<file path="src/rtl/cordic_vectoring.sv">
// cordic_vectoring: iterative vectoring-mode CORDIC (6 iterations, one per clock).
// Drives the vector's Y component to zero while accumulating the rotation angle.
//
// Ports:
//   clk_i                   clock, rising edge
//   rst_i                   asynchronous reset, active low
//   x_i, y_i                signed input vector, N_FRAC+1 bits, sampled with the strobe
//   data_in_valid_strobe_i  one-cycle start request (ignored while busy)
//   mag_o                   unsigned magnitude, N_FRAC+2 bits, held until the next result
//   angle_o                 signed binary angle, 1 LSB = pi/2^N_FRAC, held until next result
//   busy_o                  high whenever the block is not idle
//   data_out_valid_strobe_o one-cycle pulse when mag_o/angle_o update
//
// Optional feature: define CORDIC_GAIN_COMP_EN to scale the magnitude by ~1/1.6468
// (shift-add gain compensation); latency is unchanged.
//
// The arctangent table is scaled for N_FRAC = 7 (pi = 128 LSB).

module cordic_vectoring #(
  parameter int unsigned N_FRAC = 7
) (
  input  logic                     clk_i,
  input  logic                     rst_i,
  input  logic signed [N_FRAC:0]   x_i,
  input  logic signed [N_FRAC:0]   y_i,
  input  logic                     data_in_valid_strobe_i,
  output logic        [N_FRAC+1:0] mag_o,
  output logic signed [N_FRAC:0]   angle_o,
  output logic                     busy_o,
  output logic                     data_out_valid_strobe_o
);

  localparam int unsigned DW = N_FRAC + 1;
  localparam int unsigned XW = N_FRAC + 3;
  localparam int unsigned MW = N_FRAC + 2;

  typedef enum logic [1:0] {
    StIdle   = 2'b00,
    StCalc   = 2'b01,
    StOutput = 2'b10
  } state_e;

  state_e                state_q, state_d;
  logic [2:0]            cnt_q, cnt_d;
  logic signed [XW-1:0]  x_q, x_d, y_q, y_d;
  logic signed [DW-1:0]  z_q, z_d;
  logic [MW-1:0]         mag_q, mag_d;
  logic signed [DW-1:0]  angle_q, angle_d;

  logic signed [XW-1:0]  x_in, y_in;
  logic signed [XW-1:0]  x_sh, y_sh, x_it, y_it, x_fin;
  logic signed [DW-1:0]  z_it, atan;
  logic                  unused_x_msb;

  // Inputs widened by two bits so negating -2^N_FRAC and the CORDIC growth both fit.
  assign x_in = {{2{x_i[DW-1]}}, x_i};
  assign y_in = {{2{y_i[DW-1]}}, y_i};

  always_comb begin
    atan = '0;
    case (cnt_q)
      3'd0:    atan = DW'(32);
      3'd1:    atan = DW'(18);
      3'd2:    atan = DW'(9);
      3'd3:    atan = DW'(5);
      3'd4:    atan = DW'(2);
      3'd5:    atan = DW'(1);
      default: atan = '0;
    endcase
  end

  // One micro-rotation; both updates use the pre-iteration x and y.
  always_comb begin
    x_sh = x_q >>> cnt_q;
    y_sh = y_q >>> cnt_q;
    if (!y_q[XW-1]) begin
      x_it = x_q + y_sh;
      y_it = y_q - x_sh;
      z_it = z_q + atan;
    end else begin
      x_it = x_q - y_sh;
      y_it = y_q + x_sh;
      z_it = z_q - atan;
    end
  end

`ifdef CORDIC_GAIN_COMP_EN
  assign x_fin = (x_it >>> 1) + (x_it >>> 3) - (x_it >>> 6) - (x_it >>> 9);
`else
  assign x_fin = x_it;
`endif

  // x stays non-negative, so its sign bit never reaches the magnitude.
  assign unused_x_msb = x_fin[XW-1];

  always_comb begin
    state_d = state_q;
    cnt_d   = cnt_q;
    x_d     = x_q;
    y_d     = y_q;
    z_d     = z_q;
    mag_d   = mag_q;
    angle_d = angle_q;
    case (state_q)
      StIdle: begin
        if (data_in_valid_strobe_i) begin
          state_d = StCalc;
          cnt_d   = '0;
          // Left half-plane: rotate by pi first so the iterations converge.
          if (x_i[DW-1]) begin
            x_d = -x_in;
            y_d = -y_in;
            z_d = {1'b1, {N_FRAC{1'b0}}};
          end else begin
            x_d = x_in;
            y_d = y_in;
            z_d = '0;
          end
        end
      end
      StCalc: begin
        x_d   = x_it;
        y_d   = y_it;
        z_d   = z_it;
        cnt_d = cnt_q + 3'd1;
        if (cnt_q == 3'd5) begin
          state_d = StOutput;
          mag_d   = x_fin[MW-1:0];
          angle_d = z_it;
        end
      end
      StOutput: state_d = StIdle;
      default:  state_d = StIdle;
    endcase
  end

  always_ff @(posedge clk_i or negedge rst_i) begin
    if (!rst_i) begin
      state_q <= StIdle;
      cnt_q   <= '0;
      x_q     <= '0;
      y_q     <= '0;
      z_q     <= '0;
      mag_q   <= '0;
      angle_q <= '0;
    end else begin
      state_q <= state_d;
      cnt_q   <= cnt_d;
      x_q     <= x_d;
      y_q     <= y_d;
      z_q     <= z_d;
      mag_q   <= mag_d;
      angle_q <= angle_d;
    end
  end

  assign mag_o                   = mag_q;
  assign angle_o                 = angle_q;
  assign busy_o                  = (state_q != StIdle);
  assign data_out_valid_strobe_o = (state_q == StOutput);

endmodule
</file>
<file path="config.mk">
export PLATFORM = sky130hd
export DESIGN_NAME = cordic_vectoring
export DESIGN_NICKNAME = d
export VERILOG_FILES = /design/src/rtl/cordic_vectoring.sv
export SDC_FILE = /design/constraint.sdc
export NUM_CORES = 1
export LEC_CHECK = 0
export ABC_AREA = 1
export BUFFER_PORTS_ARGS = -buffer_cell sky130_fd_sc_hd__buf_2
export CORE_UTILIZATION = 49
export CTS_CLUSTER_SIZE = 16
export DETAILED_ROUTE_END_ITERATION = 8
export GPL_ROUTABILITY_DRIVEN = 0
export GPL_TIMING_DRIVEN = 0
export PLACE_DENSITY_LB_ADDON = 0.1
export SLEW_MARGIN = 25
export SYNTH_ARGS = -nofsm -noshare
export SYNTH_HDL_FRONTEND = slang
export SYNTH_SLANG_ARGS = --single-unit
</file>
<file path="constraint.sdc">
create_clock -name clk_i -period 3.4 [get_ports clk_i]
set_input_delay 0 -clock clk_i [delete_from_list [all_inputs] [get_ports clk_i]]
set_output_delay 0 -clock clk_i [all_outputs]
set_load 0.05 [all_outputs]
</file>
==> metrics, run 1 <==
Register Area=1250 sq um; most frequent cells in the layout=187 x nand2_1, 69 x inv_1, 49 x nand3_1, 49 x dfrtp_1, 42 x nor2_1; core area=9280 sq um; Synth Register Bits=50; routed vias=4975; f_max=305 MHz; clock sink total=50; Worst Hold Path Cells=4; Synth cell types=47; Max Root-Sink Buffers=2; boundary pin count=38; HPWL after DPL=10.4 mm; largest net degree at the start of global routing=51; Critical Path RT=3.65 ns; DR top layer=met4; wire per inst=15.8 um; crit path max-delay cell type=dfrtp_1; Slew HR=52.5%; # setup viols final=0; most common flop cell mapped by yosys=dfrtp_1; commonest non-fill, non-tap cell in the layout=nand2_1; Worst Tran Pin Value=0.712 ns; worst hold path class=in -> reg; Die Height=100 um; met2 WL=6.91 mm; Via density=5.50; later-pin clock latency in the skew report=0.32 ns; Synth area leader=dfrtp_1; Worst R2R Setup Slack=0.12 ns; Post-Place Cells=868; clock buffer count from CTS=5; share of flip-flops with an asynchronous set or reset=100%; number of nets in the layout=832; Initial Util=50.9%; clock transition at the registers of the reported paths=0.10 ns; synthesized area=4730 sq um; ANT cells=0; routed length on met1=6.18 mm; Startpoint Class=flip-flop; row cnt=35; crit path buf inv count=5; crit path cell chain=buf_8 > clkinv_8 > buf_12 > ha_2 > inv_2 > nor2_2 > nor2_2 > nand2_1 > inv_2 > ha_4 > o21ai_2 > a21oi_2 > a21oi_1 > ha_1 > nand2_1 > nand2_2 > a31oi_4 > or2_4 > nand2_2 > a21oi_2 > and2_4 > o21ai_4 > o21ai_1; total track usage=27.8%; drt initial violations=335; post-route antenna net violation count=0; wirelength, routed=14.3 mm; clk root buf=clkbuf_8; Hold EP=x_q[4]$_DFFE_PN0P_; crit end category=flip-flop; Layout Cells excl Fill=905; Synth top area share=26.5%; H-tree levels=2; filler instances=891; initial antenna violation count=0; Reg2Reg Depth=23; share of layout cells above drive strength 1=23.1%; dominant cells by area after synthesis=dfrtp_1 26%, nand2_1 16%, ha_1 9.3%, o21ai_0 5.8%, inv_1 5.8%; Syn Area/Cell=6.73 sq um; Tmin final=3.28 ns; sequential share of the synthesized area=26.5%; synthesized net count=760; vias in the first global route=4521; fin crit share=96.4%; Max-Cap Viols=0; status=finished, final reports clean; drc violations=0; fin. max-slew vios=0; family with the most delay on the worst path=simple AND/OR/NAND/NOR gates; DIE AREA=10000 sq um; yosys warns=0; CTS tree=yes; Multi-input gate area=3270 sq um; Worst Path Arrival=3.52 ns; first-pass GRT wire length=21.9 mm; Worst Skew=0.00829 ns; first-pass detailed-route iteration total=5; RSZ-0062 raised after global routing=true; grt total ovfl=0; met3 WL=800 um; Mapped Cells=703; max incr delay on CP=0.42 ns; reg2reg end=angle_o[5]$_DFFE_PN0P_; beginning of the worst hold path=x_i[4]; number of synthesized flops with an enable pin=0; critical path class=reg -> reg; port buffer count=36; area grow syn2layout=21.9%; Die Wd=100 um; Max Fanout on Critical Path=8; Final Hold Viols=0; Crit Reg-Reg Startpoint=cnt_q[0]$_DFFE_PN0P_
[worst max path at each step]
stage                         startpoint                     end  slack, ns  depth (start not counted)
floorplan           cnt_q[0]$_DFFE_PN0P_      x_q[8]$_DFFE_PN0P_       0.29                         25
global placement    cnt_q[0]$_DFFE_PN0P_  angle_o[5]$_DFFE_PN0P_      -0.12                         23
detailed placement  cnt_q[0]$_DFFE_PN0P_      x_q[8]$_DFFE_PN0P_      -0.22                         25
CTS                 cnt_q[0]$_DFFE_PN0P_      y_q[9]$_DFFE_PN0P_      0.008                         21
global route        cnt_q[0]$_DFFE_PN0P_      x_q[8]$_DFFE_PN0P_      -0.09                         25
finish              cnt_q[0]$_DFFE_PN0P_  angle_o[5]$_DFFE_PN0P_       0.12                         23
[registers in the layout, summed over array words and instances (netlist names)]
name	flops
x_q	10
y_q	10
mag_o	9
angle_o	8
z_q	8
cnt_q	3
state_q	2
[cells in the mapped netlist (all sizes together), types with 13 or more instances]
cell    number
nand2      214
inv         79
o21ai       60
nand3       56
nor2        53
dfrtp       50
a21oi       47
ha          35
xor2        15
a31oi       13
buf         13
clkbuf      13
[what timing repair did]
action | CTS | global route
pin swaps | 3 | 41
buffers inserted | 4 | 21
hold endpoints to repair | 50 | 0
hold buffers | 1 | 0
resized for setup | 8 | 82
gates cloned | 0 | 3
endpoints found under the setup margin | 6 | 19
[layer usage]
| metal | vias to the layer above | track usage [%] |
|---|---|---|
| met2 | 170 | 47.3 |
| met1 | 2321 | 37.5 |
| met5 | - | 0 |
| met3 | 32 | 3.13 |
| met4 | 0 | 7.69 |
| li1 | 2452 | - |
[stage by stage]
step | TNS, ns | hold WS (ns) | instance area [sq um] | worst slack, ns | utilization [%]
6_report | 0 | 0.00534 | 5760 | 0.122 | 62.1
5_1_grt | -0.388 | 0.0512 | 5760 | -0.0916 | 62.1
4_1_cts | 0 | 0.00267 | 5280 | 0.00804 | 56.8
3_5_place_dp | -0.777 | 0.0710 | 5070 | -0.219 | 54.6
3_3_place_gp | -0.423 | 0.266 | 5070 | -0.124 | 54.6
2_1_floorplan | 0 | -0.296 | 4730 | 0.293 | -
[worst reg2reg max path, cell delays in order, from the launching register on]
cell	delay [ns]
dfrtp_1	0.42
buf_8	0.19
clkinv_8	0.09
buf_12	0.14
ha_2	0.18
inv_2	0.05
nor2_2	0.04
nor2_2	0.13
nand2_1	0.09
inv_2	0.10
ha_4	0.15
o21ai_2	0.06
a21oi_2	0.11
a21oi_1	0.05
ha_1	0.33
nand2_1	0.10
nand2_2	0.07
a31oi_4	0.16
or2_4	0.16
nand2_2	0.05
a21oi_2	0.17
and2_4	0.18
o21ai_4	0.06
o21ai_1	0.15
[kinds of logic after synthesis]
family,synth area share (%)
xor+xnor,4.08
flops,26.5
fa+ha+maj,10.5
buf+inv,9.98
simple gates,31.3
mux,0.212
compound gates,17.5
[final cells by class]
| class | count | area share (%) |
|---|---|---|
| clock buffer | 6 | 1.43 |
| clock inverter | 2 | 1.04 |
| sequential | 50 | 21.7 |
| multi-input combinational | 547 | 56.7 |
| tap | 129 | 2.80 |
| timing repair buffer | 64 | 7.68 |
| buffer | 26 | 3.02 |
| timing repair inverter | 1 | 0.152 |
| inverter | 80 | 5.43 |
Power of run 1 is left out: the tool's default activity adds up to more than one toggle a clock period on the data nets, which glitch-free logic cannot reach.
==> inputs of run 2 (changes only) <==
==> constraint.sdc (replaced) <==
create_clock -name clk_i -period 4.2 [get_ports clk_i]
set_input_delay 0 -clock clk_i [delete_from_list [all_inputs] [get_ports clk_i]]
set_output_delay 0 -clock clk_i [all_outputs]
set_load 0.05 [all_outputs]
==> run 2 against run 1 <==
Sequential cell count stayed put. Clock skew grew 0.0012 ns. Worst setup slack improved by 0.40 ns. Count of clock-buffer cells in the layout is the same. Cell count shrank 3.1%. Via count fell by 3.6%. Maximum frequency is 11% lower. First-iteration DRC count decreased by 1.5%. Register-to-register slack better by 0.40 ns. Worst hold slack worse by 0.0040 ns.
==> metrics, run 2 (synthesized netlist as in run 1, its figures left out) <==
status=finished, final reports clean (unchanged); drc violations=0 (unchanged); HPWL after DPL=10.4 mm (unchanged); Max-Cap Viols=0 (unchanged); Max Root-Sink Buffers=2 (unchanged); filler instances=956 (was 891); first-pass detailed-route iteration total=5 (unchanged); # setup viols final=0 (unchanged); busiest grt layer=met2 (unchanged); Die Wd=100 um (unchanged); f_max=272 MHz (was 305 MHz); DIE AREA=10000 sq um (unchanged); Startpoint Class=flip-flop (unchanged); drt initial violations=330 (was 335); most frequent cells in the layout=198 x nand2_1, 73 x inv_1, 55 x o21ai_0 (was 187 x nand2_1, 69 x inv_1, 49 x nand3_1, 49 x dfrtp_1, 42 x nor2_1); total track usage=27.8% (about the same); vias in the first global route=4497 (was 4521); Worst Tran Pin Value=0.690 ns (was 0.712 ns); row cnt=35 (unchanged); wirelength, routed=13.2 mm (was 14.3 mm); port buffer count=36 (unchanged); Max Fanout on Critical Path=10 (was 8); Final Hold Viols=0 (unchanged); ANT cells=0 (unchanged); fin crit share=87.5% (was 96.4%); Initial Util=50.9% (unchanged); Slew HR=54.0% (was 52.5%); dpl cell area=5070 sq um (unchanged); Crit Reg-Reg Startpoint=cnt_q[0]$_DFFE_PN0P_ (unchanged); later-pin clock latency in the skew report=0.32 ns (about the same); routed vias=4795 (was 4975); Worst Skew=0.00947 ns (was 0.00829 ns); boundary pin count=38 (unchanged); crit path capture=x_q[8]$_DFFE_PN0P_ (was angle_o[5]$_DFFE_PN0P_); clock transition at the registers of the reported paths=0.10 ns (about the same); first-pass GRT wire length=21.9 mm (about the same); largest net degree at the start of global routing=51 (unchanged); crit end category=flip-flop (unchanged); share of layout cells above drive strength 1=12.6% (was 23.1%); CP startpoint=cnt_q[0]$_DFFE_PN0P_ (unchanged); Die Height=100 um (unchanged); Worst R2R Setup Slack=0.53 ns (was 0.12 ns); post_cts resized=0 (was 8); Tmin final=3.67 ns (was 3.28 ns); worst hold path class=in -> reg (unchanged); Setup TNS=0 ns (unchanged); H-tree levels=2 (unchanged); critical path class=reg -> reg (unchanged); CTS tree=yes (unchanged); reg2reg end=x_q[8]$_DFFE_PN0P_ (was angle_o[5]$_DFFE_PN0P_); Critical Path RT=4.38 ns (was 3.65 ns); clk root buf=clkbuf_8 (unchanged); core area=9280 sq um (unchanged); fin. max-slew vios=0 (unchanged); number of nets in the layout=804 (was 832); grt total ovfl=0 (unchanged); clock sink total=50 (unchanged); initial antenna violation count=0 (unchanged); RSZ-0062 raised after global routing=false (was true); clock buffer count from CTS=5 (unchanged); Reg2Reg Depth=25 (was 23); met3 usage=3.13% (unchanged); met1 usage=37.5% (unchanged); Worst Path Arrival=3.86 ns (was 3.52 ns); met2 Use GR=47.0% (was 47.3%); post-route antenna net violation count=0 (unchanged); wire per inst=15.0 um (was 15.8 um); final instance area=5230 sq um (was 5760 sq um); commonest non-fill, non-tap cell in the layout=nand2_1 (unchanged); area grow syn2layout=10.5% (was 21.9%); Via density=5.47 (was 5.50)
==> run 2: changes by cell type in the layout (fill, tap and decap cells not counted), moves of 5 or more <==
| cell | change |
|---|---|
| nand2_2 | -8 |
| a21oi_2 | -5 |
| nor2_1 | +6 |
| nor2_2 | -5 |
| o21ai_1 | -10 |
| o21ai_0 | +16 |
| o21ai_2 | -5 |
| nand2_1 | +11 |
| a21oi_1 | +5 |
| buf_4 | -24 |
| ha_1 | +6 |
==> run 2: metrics by stage <==
step	hold WS [ns]	setup slack [ns]	utilization [%]	cells
after floorplan	-0.296	1.09	-	703
after global placement	0.266	0.676	54.6	868
after detailed placement	0.0710	0.581	54.6	868
after CTS	0.00267	0.531	56.3	877
after global routing	0.0512	0.0508	56.3	877
final	0.00137	0.527	56.3	877
==> run 2: critical path, cell delays in order, from the launching register on <==
cell and delay (ns):
dfrtp_1 0.43, buf_6 0.19, buf_8 0.15, nand2_1 0.05
nand3_1 0.08, o21ai_0 0.09, nand2_1 0.07, a21boi_4 0.24
inv_1 0.09, ha_1 0.28, o21ai_0 0.14, fa_1 0.49
nand2_1 0.08, nand2_1 0.05, nand2_1 0.07, nand2_1 0.05
nand2_1 0.07, nand2_1 0.06, a21oi_1 0.17, nor2_1 0.08
o21ai_0 0.23, nand2_1 0.08, nand2_1 0.07, nand2_1 0.08
nand2_1 0.06, o21ai_0 0.07
==> run 2: how the worst min path moves through the flow <==
stage           start                      to  slack [ns]  cells past startpoint
2_1_floorplan   rst_i  angle_o[0]$_DFFE_PN0P_       -0.30                      0
3_3_place_gp    rst_i  angle_o[4]$_DFFE_PN0P_        0.27                      1
3_5_place_dp    rst_i  angle_o[4]$_DFFE_PN0P_        0.07                      1
4_1_cts        x_i[4]      x_q[4]$_DFFE_PN0P_       0.003                      4
5_1_grt        x_i[4]      x_q[4]$_DFFE_PN0P_        0.05                      4
6_report       x_i[4]      x_q[4]$_DFFE_PN0P_       0.001                      4
==> run 2: routing by layer <==
layer	vias to the layer above	wire [um]
met5	-	0
met4	0	251
met3	15	620
met2	153	6240
met1	2224	6060
li1	2403	-
==> run 2: layout make-up <==
cell class / count / area [sq um] / area share [%]
clock inverters: 2 / 60.1 / 1.15
well taps: 129 / 161 / 3.09
multi-input cells: 547 / 3010 / 57.5
inverters: 80 / 308 / 5.89
plain buffers: 26 / 164 / 3.14
clock buffers: 6 / 82.6 / 1.58
flip-flops and latches: 50 / 1250 / 23.9
repair buffers: 37 / 193 / 3.69
==> run 2: repair_timing <==
item | CTS | global route
hold buffers | 1 | 0
buffers inserted | 0 | 0
hold endpoints to repair | 50 | 0
Power of run 2 is left out for the same reason.
